## config.mk

```make
export PLATFORM = sky130hd
export DESIGN_NAME = pipe_ctrl_flat
export DESIGN_NICKNAME = d
export VERILOG_FILES = /design/src/rtl/pipe_ctrl_if.sv /design/src/rtl/pipe_ctrl.sv /design/src/flat_wrapper.sv
export SDC_FILE = /design/constraint.sdc
export NUM_CORES = 1
export LEC_CHECK = 0
export ABC_AREA = 0
export CORE_MARGIN = 2
export CORE_UTILIZATION = 40
export CTS_CLUSTER_SIZE = 12
export DETAILED_ROUTE_END_ITERATION = 7
export GPL_TIMING_DRIVEN = 0
export PLACE_DENSITY = 0.67
export SYNTH_ARGS = -nofsm -noshare
export SYNTH_HDL_FRONTEND = slang
export SYNTH_SLANG_ARGS = --single-unit
```

## constraint.sdc

```tcl
create_clock -name clk -period 2.3 [get_ports clk]
set_clock_uncertainty 0.05 [all_clocks]
set_input_delay 0.46 -clock clk [delete_from_list [all_inputs] [get_ports clk]]
set_output_delay 0.46 -clock clk [all_outputs]
set_load 0.05 [all_outputs]
```

## src/rtl/pipe_ctrl_if.sv

```systemverilog
// Stage-status and stage-control bundle between the pipeline traffic controller
// and the interstage registers, fetch unit and performance-counter readers.
interface pipe_ctrl_if;
   logic        if_valid;
   logic        id_valid;
   logic        ex_valid;
   logic        mem_valid;
   logic        wb_valid;
   logic [4:0]  id_rs1;
   logic [4:0]  id_rs2;
   logic        id_uses_rs1;
   logic        id_uses_rs2;
   logic        id_serialize;
   logic        ex_mem_read;
   logic [4:0]  ex_rd;
   logic        ex_redirect;
   logic        mem_busy;

   logic        if_advance;
   logic        id_wr_en;
   logic        id_gen_bubble;
   logic        ex_wr_en;
   logic        ex_gen_bubble;
   logic        mem_wr_en;
   logic        mem_gen_bubble;
   logic        wb_wr_en;
   logic        wb_gen_bubble;
   logic [63:0] cycle_cnt;
   logic [63:0] retire_cnt;
   logic [63:0] stall_cnt;

   modport master (
      input  if_valid, id_valid, ex_valid, mem_valid, wb_valid,
      input  id_rs1, id_rs2, id_uses_rs1, id_uses_rs2, id_serialize,
      input  ex_mem_read, ex_rd, ex_redirect, mem_busy,
      output if_advance, id_wr_en, id_gen_bubble, ex_wr_en, ex_gen_bubble,
      output mem_wr_en, mem_gen_bubble, wb_wr_en, wb_gen_bubble,
      output cycle_cnt, retire_cnt, stall_cnt
   );

   modport slave (
      output if_valid, id_valid, ex_valid, mem_valid, wb_valid,
      output id_rs1, id_rs2, id_uses_rs1, id_uses_rs2, id_serialize,
      output ex_mem_read, ex_rd, ex_redirect, mem_busy,
      input  if_advance, id_wr_en, id_gen_bubble, ex_wr_en, ex_gen_bubble,
      input  mem_wr_en, mem_gen_bubble, wb_wr_en, wb_gen_bubble,
      input  cycle_cnt, retire_cnt, stall_cnt
   );
endinterface

```

## src/rtl/pipe_ctrl.sv

```systemverilog
// Pipeline traffic controller for the 5-stage in-order core: all stage-advance
// decisions (memory stalls, load-use, redirects, serialization) plus perf counters.
module pipe_ctrl (
   input  logic        clk,
   input  logic        reset,
   pipe_ctrl_if.master bus
);

   typedef enum logic [1:0] {
      ST_RUN   = 2'd0,
      ST_DRAIN = 2'd1,
      ST_ISSUE = 2'd2,
      ST_POST  = 2'd3
   } state_t;

   typedef struct packed {
      logic if_adv;
      logic id_wr;
      logic id_bub;
      logic ex_wr;
      logic ex_bub;
      logic mem_wr;
      logic mem_bub;
      logic wb_wr;
      logic wb_bub;
   } ctl_t;

   state_t      state_r;
   state_t      state_nxt_s;
   ctl_t        ctl_s;
   logic        luse_s;
   logic        redir_s;
   logic        pipe_busy_s;
   logic        drain_done_s;
   logic        ser_req_s;
   logic        ser_retire_s;
   logic        stall_s;
   logic [63:0] cycle_cnt_r;
   logic [63:0] retire_cnt_r;
   logic [63:0] stall_cnt_r;

   function automatic ctl_t ctl_reset();
      ctl_t c;
      c         = 9'b0;
      c.id_bub  = 1'b1;
      c.ex_bub  = 1'b1;
      c.mem_bub = 1'b1;
      c.wb_bub  = 1'b1;
      return c;
   endfunction

   // MEM/WB advance normally; callers layer the front-end policy on top.
   function automatic ctl_t ctl_back_adv();
      ctl_t c;
      c        = 9'b0;
      c.mem_wr = 1'b1;
      c.wb_wr  = 1'b1;
      return c;
   endfunction

   function automatic ctl_t ctl_normal(input logic fetch_ok);
      ctl_t c;
      c        = ctl_back_adv();
      c.if_adv = fetch_ok;
      c.id_wr  = 1'b1;
      c.id_bub = ~fetch_ok;
      c.ex_wr  = 1'b1;
      return c;
   endfunction

   function automatic ctl_t ctl_mem_wait();
      ctl_t c;
      c        = 9'b0;
      c.wb_wr  = 1'b1;
      c.wb_bub = 1'b1;
      return c;
   endfunction

   function automatic ctl_t ctl_redirect();
      ctl_t c;
      c        = ctl_back_adv();
      c.if_adv = 1'b1;
      c.id_wr  = 1'b1;
      c.id_bub = 1'b1;
      c.ex_wr  = 1'b1;
      c.ex_bub = 1'b1;
      return c;
   endfunction

   // Hold ID in place and feed EX a bubble (load-use and drain).
   function automatic ctl_t ctl_hold_id();
      ctl_t c;
      c        = ctl_back_adv();
      c.ex_wr  = 1'b1;
      c.ex_bub = 1'b1;
      return c;
   endfunction

   function automatic ctl_t ctl_issue();
      ctl_t c;
      c        = ctl_back_adv();
      c.id_wr  = 1'b1;
      c.id_bub = 1'b1;
      c.ex_wr  = 1'b1;
      return c;
   endfunction

   function automatic ctl_t ctl_post();
      ctl_t c;
      c        = ctl_back_adv();
      c.id_wr  = 1'b1;
      c.id_bub = 1'b1;
      c.ex_wr  = 1'b1;
      c.ex_bub = 1'b1;
      return c;
   endfunction

   // Hazard terms decoded from the stage status.
   always_comb begin
      luse_s = bus.ex_valid & bus.ex_mem_read & (bus.ex_rd != 5'd0) & bus.id_valid &
               ((bus.id_uses_rs1 & (bus.id_rs1 == bus.ex_rd)) |
                (bus.id_uses_rs2 & (bus.id_rs2 == bus.ex_rd)));
      redir_s      = bus.ex_valid & bus.ex_redirect;
      pipe_busy_s  = bus.ex_valid | bus.mem_valid | bus.wb_valid;
      // EX is bubbled while draining, so the pipe is empty next cycle once EX and MEM are.
      drain_done_s = ~(bus.ex_valid | bus.mem_valid);
      ser_req_s    = bus.id_valid & bus.id_serialize;
      ser_retire_s = bus.wb_valid & ~bus.ex_valid & ~bus.mem_valid;
      stall_s      = bus.mem_busy | luse_s | (state_r != ST_RUN);
   end

   // Next-state and stage-control decode, highest-priority condition first.
   always_comb begin
      state_nxt_s = state_r;
      ctl_s       = ctl_reset();
      if (!reset) begin
         state_nxt_s = ST_RUN;
         ctl_s       = ctl_reset();
      end else if (bus.mem_busy) begin
         ctl_s = ctl_mem_wait();
      end else if (redir_s) begin
         ctl_s = ctl_redirect();
         case (state_r)
            ST_DRAIN: state_nxt_s = ST_RUN;
            ST_ISSUE: state_nxt_s = ST_POST;
            default:  state_nxt_s = state_r;
         endcase
      end else begin
         case (state_r)
            ST_RUN: begin
               if (ser_req_s) begin
                  if (pipe_busy_s) begin
                     ctl_s       = ctl_hold_id();
                     state_nxt_s = drain_done_s ? ST_ISSUE : ST_DRAIN;
                  end else begin
                     ctl_s       = ctl_issue();
                     state_nxt_s = ST_POST;
                  end
               end else if (luse_s) begin
                  ctl_s = ctl_hold_id();
               end else begin
                  ctl_s = ctl_normal(bus.if_valid);
               end
            end
            ST_DRAIN: begin
               if (pipe_busy_s) begin
                  ctl_s       = ctl_hold_id();
                  state_nxt_s = drain_done_s ? ST_ISSUE : ST_DRAIN;
               end else begin
                  ctl_s       = ctl_issue();
                  state_nxt_s = ST_POST;
               end
            end
            ST_ISSUE: begin
               ctl_s       = ctl_issue();
               state_nxt_s = ST_POST;
            end
            ST_POST: begin
               ctl_s = ctl_post();
               if (ser_retire_s) begin
                  state_nxt_s = ST_RUN;
               end else begin
                  state_nxt_s = ST_POST;
               end
            end
            default: begin
               ctl_s       = ctl_reset();
               state_nxt_s = ST_RUN;
            end
         endcase
      end
   end

   // Drive the stage controls onto the bus.
   always_comb begin
      bus.if_advance     = ctl_s.if_adv;
      bus.id_wr_en       = ctl_s.id_wr;
      bus.id_gen_bubble  = ctl_s.id_bub;
      bus.ex_wr_en       = ctl_s.ex_wr;
      bus.ex_gen_bubble  = ctl_s.ex_bub;
      bus.mem_wr_en      = ctl_s.mem_wr;
      bus.mem_gen_bubble = ctl_s.mem_bub;
      bus.wb_wr_en       = ctl_s.wb_wr;
      bus.wb_gen_bubble  = ctl_s.wb_bub;
      bus.cycle_cnt      = cycle_cnt_r;
      bus.retire_cnt     = retire_cnt_r;
      bus.stall_cnt      = stall_cnt_r;
   end

   // FSM state register.
   always_ff @(posedge clk or negedge reset) begin
      if (!reset) begin
         state_r <= ST_RUN;
      end else begin
         state_r <= state_nxt_s;
      end
   end

   // Performance counters; all wrap silently at 2^64.
   always_ff @(posedge clk or negedge reset) begin
      if (!reset) begin
         cycle_cnt_r  <= 64'd0;
         retire_cnt_r <= 64'd0;
         stall_cnt_r  <= 64'd0;
      end else begin
         cycle_cnt_r <= cycle_cnt_r + 64'd1;
         if (bus.wb_valid) begin
            retire_cnt_r <= retire_cnt_r + 64'd1;
         end
         if (stall_s) begin
            stall_cnt_r <= stall_cnt_r + 64'd1;
         end
      end
   end

endmodule
```

## src/flat_wrapper.sv

```systemverilog
// flat-port wrapper written by rule: the top's interface ports become plain ports
module pipe_ctrl_flat 
  (clk, reset, bus_if_valid, bus_id_valid, bus_ex_valid, bus_mem_valid, bus_wb_valid, bus_id_rs1, bus_id_rs2, bus_id_uses_rs1, bus_id_uses_rs2, bus_id_serialize, bus_ex_mem_read, bus_ex_rd, bus_ex_redirect, bus_mem_busy, bus_if_advance, bus_id_wr_en, bus_id_gen_bubble, bus_ex_wr_en, bus_ex_gen_bubble, bus_mem_wr_en, bus_mem_gen_bubble, bus_wb_wr_en, bus_wb_gen_bubble, bus_cycle_cnt, bus_retire_cnt, bus_stall_cnt);
  pipe_ctrl_if bus_i ();
  input  logic clk;
  input  logic reset;
  input wire logic [$bits(bus_i.if_valid)-1:0] bus_if_valid;
  input wire logic [$bits(bus_i.id_valid)-1:0] bus_id_valid;
  input wire logic [$bits(bus_i.ex_valid)-1:0] bus_ex_valid;
  input wire logic [$bits(bus_i.mem_valid)-1:0] bus_mem_valid;
  input wire logic [$bits(bus_i.wb_valid)-1:0] bus_wb_valid;
  input wire logic [$bits(bus_i.id_rs1)-1:0] bus_id_rs1;
  input wire logic [$bits(bus_i.id_rs2)-1:0] bus_id_rs2;
  input wire logic [$bits(bus_i.id_uses_rs1)-1:0] bus_id_uses_rs1;
  input wire logic [$bits(bus_i.id_uses_rs2)-1:0] bus_id_uses_rs2;
  input wire logic [$bits(bus_i.id_serialize)-1:0] bus_id_serialize;
  input wire logic [$bits(bus_i.ex_mem_read)-1:0] bus_ex_mem_read;
  input wire logic [$bits(bus_i.ex_rd)-1:0] bus_ex_rd;
  input wire logic [$bits(bus_i.ex_redirect)-1:0] bus_ex_redirect;
  input wire logic [$bits(bus_i.mem_busy)-1:0] bus_mem_busy;
  output wire logic [$bits(bus_i.if_advance)-1:0] bus_if_advance;
  output wire logic [$bits(bus_i.id_wr_en)-1:0] bus_id_wr_en;
  output wire logic [$bits(bus_i.id_gen_bubble)-1:0] bus_id_gen_bubble;
  output wire logic [$bits(bus_i.ex_wr_en)-1:0] bus_ex_wr_en;
  output wire logic [$bits(bus_i.ex_gen_bubble)-1:0] bus_ex_gen_bubble;
  output wire logic [$bits(bus_i.mem_wr_en)-1:0] bus_mem_wr_en;
  output wire logic [$bits(bus_i.mem_gen_bubble)-1:0] bus_mem_gen_bubble;
  output wire logic [$bits(bus_i.wb_wr_en)-1:0] bus_wb_wr_en;
  output wire logic [$bits(bus_i.wb_gen_bubble)-1:0] bus_wb_gen_bubble;
  output wire logic [$bits(bus_i.cycle_cnt)-1:0] bus_cycle_cnt;
  output wire logic [$bits(bus_i.retire_cnt)-1:0] bus_retire_cnt;
  output wire logic [$bits(bus_i.stall_cnt)-1:0] bus_stall_cnt;
  assign bus_i.if_valid = bus_if_valid;
  assign bus_i.id_valid = bus_id_valid;
  assign bus_i.ex_valid = bus_ex_valid;
  assign bus_i.mem_valid = bus_mem_valid;
  assign bus_i.wb_valid = bus_wb_valid;
  assign bus_i.id_rs1 = bus_id_rs1;
  assign bus_i.id_rs2 = bus_id_rs2;
  assign bus_i.id_uses_rs1 = bus_id_uses_rs1;
  assign bus_i.id_uses_rs2 = bus_id_uses_rs2;
  assign bus_i.id_serialize = bus_id_serialize;
  assign bus_i.ex_mem_read = bus_ex_mem_read;
  assign bus_i.ex_rd = bus_ex_rd;
  assign bus_i.ex_redirect = bus_ex_redirect;
  assign bus_i.mem_busy = bus_mem_busy;
  assign bus_if_advance = bus_i.if_advance;
  assign bus_id_wr_en = bus_i.id_wr_en;
  assign bus_id_gen_bubble = bus_i.id_gen_bubble;
  assign bus_ex_wr_en = bus_i.ex_wr_en;
  assign bus_ex_gen_bubble = bus_i.ex_gen_bubble;
  assign bus_mem_wr_en = bus_i.mem_wr_en;
  assign bus_mem_gen_bubble = bus_i.mem_gen_bubble;
  assign bus_wb_wr_en = bus_i.wb_wr_en;
  assign bus_wb_gen_bubble = bus_i.wb_gen_bubble;
  assign bus_cycle_cnt = bus_i.cycle_cnt;
  assign bus_retire_cnt = bus_i.retire_cnt;
  assign bus_stall_cnt = bus_i.stall_cnt;
  pipe_ctrl u_core (.clk(clk), .reset(reset), .bus(bus_i));
endmodule
```

==> results of run 1 <==
cell usage after synthesis, drive strengths merged:
| library cell | instances | area share |
|---|---|---|
| inv | 15 | 0.0061 |
| or2 | 3 | 0.0020 |
| a21oi | 5 | 0.0027 |
| mux2 | 1 | 0.0012 |
| a2111o | 1 | 0.0012 |
| nand2b | 3 | 0.0020 |
| and3 | 22 | 0.015 |
| a31oi | 1 | 0.00068 |
| nor2 | 62 | 0.025 |
| nor2b | 2 | 0.0014 |
| and2 | 9 | 0.0061 |
| nor4bb | 1 | 0.0011 |
| nor4 | 19 | 0.015 |
| o32ai | 1 | 0.00095 |
| o31ai | 1 | 0.00082 |
| or4 | 3 | 0.0029 |
| ha | 3 | 0.0041 |
| dfrtp | 194 | 0.53 |
| xnor2 | 121 | 0.12 |
| nand3 | 69 | 0.039 |
| o21ai | 3 | 0.0016 |
| clkbuf | 12 | 0.0050 |
| nand2 | 84 | 0.034 |
| xor2 | 77 | 0.073 |
| buf | 10 | 0.0072 |
| o221ai | 1 | 0.00095 |
| o22ai | 3 | 0.0020 |
| or3 | 6 | 0.0053 |
| nand3b | 2 | 0.0016 |
| nor3 | 32 | 0.020 |
| nor4b | 4 | 0.0045 |
| nor3b | 1 | 0.00082 |
| nand4b | 1 | 0.00095 |
| nand4 | 68 | 0.046 |
| a2111oi | 2 | 0.0020 |
| and4 | 24 | 0.023 |
metrics by stage:
step	worst slack (ns)	std cells
after floorplan	-0.0945	866
after global placement	-8.84	1378
after detailed placement	-1.46	1380
after CTS	-0.0472	1421
after global routing	-0.196	1445
final	-0.0875	1445
metal layers:
metal  track usage  routed length (um)  up-vias
met5             0                   0        -
met4        0.0756                 570        0
met2         0.338               12000      226
li1              -                   -     3601
met3        0.0344                1210       38
met1         0.281               11100     3731
flip-flops by register name, summed over array words and instances, names as in the netlist:
signal	flops
u_core.bus.cycle_cnt	64
u_core.bus.retire_cnt	64
u_core.bus.stall_cnt	64
u_core.state_r	2
cells in the final DEF, fill, tap and decap left out, types with 6 or more instances in the layout:
cell / count
and2_1: 9
and3_1: 21
and4_1: 22
buf_2: 13
buf_4: 32
buf_6: 12
clkbuf_16: 17
clkdlybuf4s50_1: 177
dfrtp_1: 153
dfrtp_2: 41
dlygate4sd2_1: 10
dlymetal6s2s_1: 15
inv_1: 15
nand2_1: 79
nand3_1: 65
nand4_1: 68
nor2_1: 55
nor3_1: 23
nor3_2: 7
nor4_1: 10
nor4_2: 6
xnor2_1: 116
xor2_1: 77
area by class of cell:
type,count,area (um2),area share
well taps,285,357,0.0269
inverters,15,56.3,0.00425
clock buffers,17,425,0.0321
plain buffers,18,124,0.00935
clock inverters,15,164,0.0124
flip-flops and latches,194,4910,0.370
multi-input cells,635,4470,0.338
repair buffers,266,2740,0.207
worst paths after layout:
check | slack, ns | startpoint | endpoint | depth (start not counted)
min in group clk | 0.29 | bus_wb_valid | u_core.bus.retire_cnt[0] | 2
worst max register to register | 0.06 | u_core.bus.retire_cnt[10] | u_core.bus.retire_cnt[29] | 6
worst min register to register | 0.42 | u_core.bus.stall_cnt[63] | u_core.bus.stall_cnt[63] | 1
max in group asynchronous | 1.72 | reset | u_core.bus.stall_cnt[17] | 3
worst max-delay path | -0.09 | bus_ex_rd[1] | bus_id_wr_en | 8
worst min-delay path | 0.07 | reset | u_core.bus.retire_cnt[57] | 3
power by group through the flow:
stage                     registers [uW]  clock network [uW]  logic, uW
after CTS                           3780                3050       1430
after global placement              3840                   0       1360
final                               3780                2980       1430
after floorplan                     4320                   0        330
after detailed placement            3840                   0       1370
after global routing                3810                3210       1510
logic make-up (layout without fill, tap and decap cells):
group / after synthesis / in the layout
AOI/OAI and AO/OA: 18 / 18
xor gates and xnor gates: 198 / 198
adders and majority gates: 3 / 3
buffers and inverters: 37 / 331
DFF: 194 / 194
muxes: 1 / 1
and+or+nand+nor: 415 / 415
worst register-to-register path: stages, from the launching register on:
cell and delay [ns]:
dfrtp_2 0.42, nand4_1 0.22, nor4_1 0.50, nand2_1 0.16, nor2_1 0.41, and4_1 0.27
xor2_1 0.14
timing repair:
item	in CTS	in global routing
hold endpoints to repair	52	0
pin swaps	23	15
setup endpoints to repair	73	123
cloned	2	0
hold buffers	3	0
gates resized for setup	136	66
buffers inserted	7	27
==> impl_results.md, run 1 <==
* ANT cells at 0
* Critical Path RT at 1.79 ns
* Fin worst setup slack at -0.0875 ns
* DR pass1 iterations at 6
* Failing checks: negative setup slack
* Die height at 156 um
* Slowest-stage cell, CP: a2111oi_4
* Tcrit/Tclk final at 1.04
* Critical-path cell list: buf_4 > xnor2_2 > nand4_1 > o22ai_4 > a31oi_4 > a2111oi_4 > nor2_2 > buf_6
* Post-synthesis xor/xnor area fraction at 0.189
* Buf+Inv Stages, Crit Path at 2
* Post-Route Setup TNS at -0.167 ns
* Seq pwr share at 0.462
* P_sw at 2660 uW
* Number of routed nets with antenna violations at 0
* HP Class: primary input to asynchronous set/reset pin
* Vias in the first global route at 7455
* Final-report hold violation count at 0
* Pwr/cell area at 619 nW/um2
* CTS tree: yes
* Synthesized area per cell at 10.6 um2
* F_max at 419 MHz
* H-tree levels at 4
* Slowest stage delay, CP at 0.34 ns
* Rel. slew slack at 0.571
* DRT Wirelength at 24900 um
* Synthesized net count at 897
* Number of library cell types mapped by synthesis at 50
* Final slew viol count at 0
* Switching share of power at 0.325
* Final Instance Area at 13300 um2
* # port buffers at 227
* Simple-Gate Fraction of Synth Area at 0.246
* Compound-Gate Fraction of Synth Area at 0.0131
* Unrepaired setup endpoints after global routing: true
* Wire per inst at 17.3 um
* Area Growth Syn to Fin at 44.2%
* Multiplexer area fraction after synthesis at 0.00123
* CP Data Arrival Time at 1.88 ns
* Clock share of power at 0.363
* Die ar. at 24200 um2
* Fin nets at 1178
* Mapped Area at 9190 um2
* Crit path launch type: primary input
* Worst-path clk slew at 0.08 ns
* Ys Warns at 0
* Hold slack at 0.0663 ns
* Cell Area, Placed at 12000 um2
* FF+latch count, synth at 194
* WS Path Type: primary input to primary output
* First-pass GRT wire length at 39800 um
* Overall power at 8200 uW
* Clock Latency Late Sink at 0.44 ns
* Die X at 156 um
* Core ar. at 22600 um2
* Max-cap violations at 0
* Initial antenna violation count at 0
* Vias/cell at 5.26
* RePlAce Congestion at 0.831
* Sink Count at 194
* Min Tclk post-route at 2.39 ns
* Final Util at 0.587
* Starting density of the core at 0.407
* Post-synthesis cell count at 866
* Root Buffer Master: clkbuf_16
* Fraction of layout cells with a size suffix above 1 at 0.183
* Post-DP HPWL at 16900 um
* Routed vias at 7596
* Adder-cell share of the synthesized area at 0.00408
* Iteration-0 DRC Markers at 410
* Grt ovf at 0
* Largest net degree at the start of global routing at 53
* CP endpoint kind: primary output
* Combinational share of power at 0.175
* Leak at 0.00576 uW
* Worst IR drop on VDD at 0.588 mV
* Worst slew pin tran at 0.638 ns
* Layout fillers at 1970
* Status: finished, violations left
* Total GRT Usage at 0.207
* Cell row count at 55
* I/O pin count at 229
* Crit Path Max Fanout at 3
* Largest family of logic cells by synthesized area: simple AND/OR/NAND/NOR gates
* Sequential share of the synthesized area at 0.528
* # DRC at 0
* Clock Path Buffers at 2
* Count of final setup violators at 2
* Internal power at 5540 uW
* CTS buffer count at 17
* Largest delay share family, worst path: compound AO/OA/AOI/OAI gates
(Power assumes the default switching activity.)
==> run 2, diff against run 1 <==
Settings changed: DONT_BUFFER_PORTS set to 1, PLACE_DENSITY 0.67 to unset.
==> run 2 against run 1 <==
Largest cell class unchanged. Design area fell by 13%. Register-to-register slack got worse by 0.16 ns. The flow finishes with violations (negative hold slack, negative setup slack). Largest power group unchanged. Wire length fell by 7.9%. Highest routed layer unchanged. Clock power rose by 2%. Non-clock buffer count fell by 219. Hold slack got worse by 0.40 ns. Critical endpoint is now bus_id_gen_bubble.
==> impl_results.md, run 2 (synthesis gave the netlist of run 1 again) <==
* Multi-input logic area at 4940 um2 (+10%)
* Final slew viol count at 0 (unchanged)
* CTS tree: yes
* CP endpoint kind: primary output
* Cell row count at 55 (unchanged)
* # port buffers at 0 (-100%)
* Fin nets at 960 (-19%)
* Largest net degree at the start of global routing at 202 (+280%)
* CTS buffer count at 17 (unchanged)
* Layout fillers at 1987 (+0.86%)
* Die ar. at 24200 um2 (unchanged)
* Die height at 156 um (unchanged)
* Slowest-stage cell, CP: o31ai_4
* Vias/cell at 5.51 (+4.9%)
* CP Data Arrival Time at 2.03 ns (+0.15 ns)
* Final Util at 0.510 (-0.0770)
* Worst-path clk slew at 0.08 ns (about the same)
* Crit Path Max Fanout at 2 (-1)
* Initial antenna violation count at 0 (unchanged)
* Total GRT Usage at 0.186 (-0.0215)
* FF+latch area at 5040 um2 (+2.8%)
* Overall power at 7850 uW (-4.3%)
* Worst IR drop on VDD at 0.511 mV (-13%)
* Critical Path RT at 1.79 ns (about the same)
* Leak at 0.00478 uW (-17%)
* H-tree levels at 4 (unchanged)
* Pwr/cell area at 682 nW/um2 (+10%)
* Area Growth Syn to Fin at 25.3%
* RePlAce Congestion at 0.797 (-4.1%)
* Worst slew pin tran at 0.812 ns (+0.173 ns)
* Grt ovf at 0 (unchanged)
* HP Class: primary input to asynchronous set/reset pin
* Commonest non-fill, non-tap cell in the layout: xnor2_1
* I/O pin count at 229 (unchanged)
* First-pass GRT wire length at 36200 um (-9.0%)
* Hold slack at -0.330 ns (-0.396 ns)
* F_max at 393 MHz (-6.1%)
* Dpl cells at 1151 (-17%)
* Root Buffer Master: clkbuf_16
* Count of final setup violators at 14 (+12)
* Largest delay share family, worst path: compound AO/OA/AOI/OAI gates
* ANT cells at 0 (unchanged)
* Vias in the first global route at 6632 (-11%)
* # DRC at 0 (unchanged)
* Post-Route Setup TNS at -1.09 ns (-0.920 ns)
* Max-cap violations at 0 (unchanged)
* Clock Path Buffers at 2 (unchanged)
* Most frequent cells in the layout: xnor2_1, dfrtp_2, nand2_1, xor2_1, nand4_1
* Fin worst setup slack at -0.244 ns (-0.156 ns)
* Post-DP HPWL at 15100 um (-11%)
* Clock Latency Late Sink at 0.43 ns (about the same)
* Iteration-0 DRC Markers at 483 (+18%)
* Status: finished, violations left
* Sink Count at 194 (unchanged)
* Unrepaired setup endpoints after global routing: true
* Min Tclk post-route at 2.54 ns (+0.156 ns)
* DR pass1 iterations at 4 (-2)
* WS Path Type: flip-flop to primary output
* Final-report hold violation count at 194 (+194)
* Fin cells at 1227 (-15%)
* Die X at 156 um (unchanged)
* Critical-path cell list: clkbuf_8 > nor2_4 > o21ai_1 > a31oi_1 > buf_4 > a2111oi_4 > o31ai_4
* Starting density of the core at 0.407 (unchanged)
* Buf+Inv Stages, Crit Path at 2 (unchanged)
* Wire per inst at 18.7 um (+8.5%)
* Slowest stage delay, CP at 0.56 ns (+0.22 ns)
* Failing checks: negative hold slack, negative setup slack
* Fraction of layout cells with a size suffix above 1 at 0.351 (+0.169)
* Rel. slew slack at 0.459 (-0.112)
* Place WS at -0.509 ns (+0.951 ns)
* Core ar. at 22600 um2 (unchanged)
* Tcrit/Tclk final at 1.11 (+0.0679)
* Routed vias at 6764 (-11%)
* Number of routed nets with antenna violations at 0 (unchanged)
* DRT Wirelength at 23000 um (-7.9%)
* Crit path launch type: flip-flop
==> run 2: final timing paths <==
check                                              from                       end  slack, ns  cells past startpoint
worst max-delay path                  u_core.state_r[1]         bus_id_gen_bubble      -0.24                      7
worst min-delay path                              reset  u_core.bus.cycle_cnt[56]      -0.33                      0
worst max register to register  u_core.bus.cycle_cnt[2]  u_core.bus.cycle_cnt[57]      -0.10                      6
worst min register to register        u_core.state_r[0]         u_core.state_r[0]       0.60                      2
max in group asynchronous                         reset  u_core.bus.stall_cnt[20]       2.11                      0
min in group clk                           bus_mem_busy         u_core.state_r[1]       0.17                      2
==> run 2: report_power, final <==
part           total (uW)  internal (uW)  switching (uW)
clock                3040           1560            1480
combinational         458            205             253
sequential           4350           3580             775
==> run 2: area by class of cell <==
| type | count | area share |
|---|---|---|
| Clock inverter | 14 | 0.0143 |
| Inverter | 15 | 0.00489 |
| Buffer | 18 | 0.0110 |
| Tap cell | 285 | 0.0310 |
| Sequential cell | 194 | 0.438 |
| Timing Repair Buffer | 47 | 0.0343 |
| Clock buffer | 18 | 0.0373 |
| Multi-Input combinational cell | 636 | 0.429 |
==> run 2: metrics by stage <==
stage	cell area (um2)	hold WS, ns
after floorplan	9280	0.114
after global placement	9640	0.122
after detailed placement	9640	0.121
after CTS	10800	-0.356
after global routing	11500	-0.366
final	11500	-0.330
==> run 2: layer usage <==
layer  global-route usage  wire [um]  share of wire  up-vias
met1                0.241       9810           0.43     3379
met2                0.290      11000           0.48      192
met4               0.0550        334          0.015        0
li1                     -          -              -     3168
met5                    0          0              0        -
met3               0.0722       1850          0.080       25
==> run 2: repair_timing <==
action                                  CTS  global route
endpoints found under the setup margin  138           109
pin swaps                                31            48
resized for setup                       150           131
hold endpoints to repair                194           194
cloned                                    0             1
setup buffers                            24            23
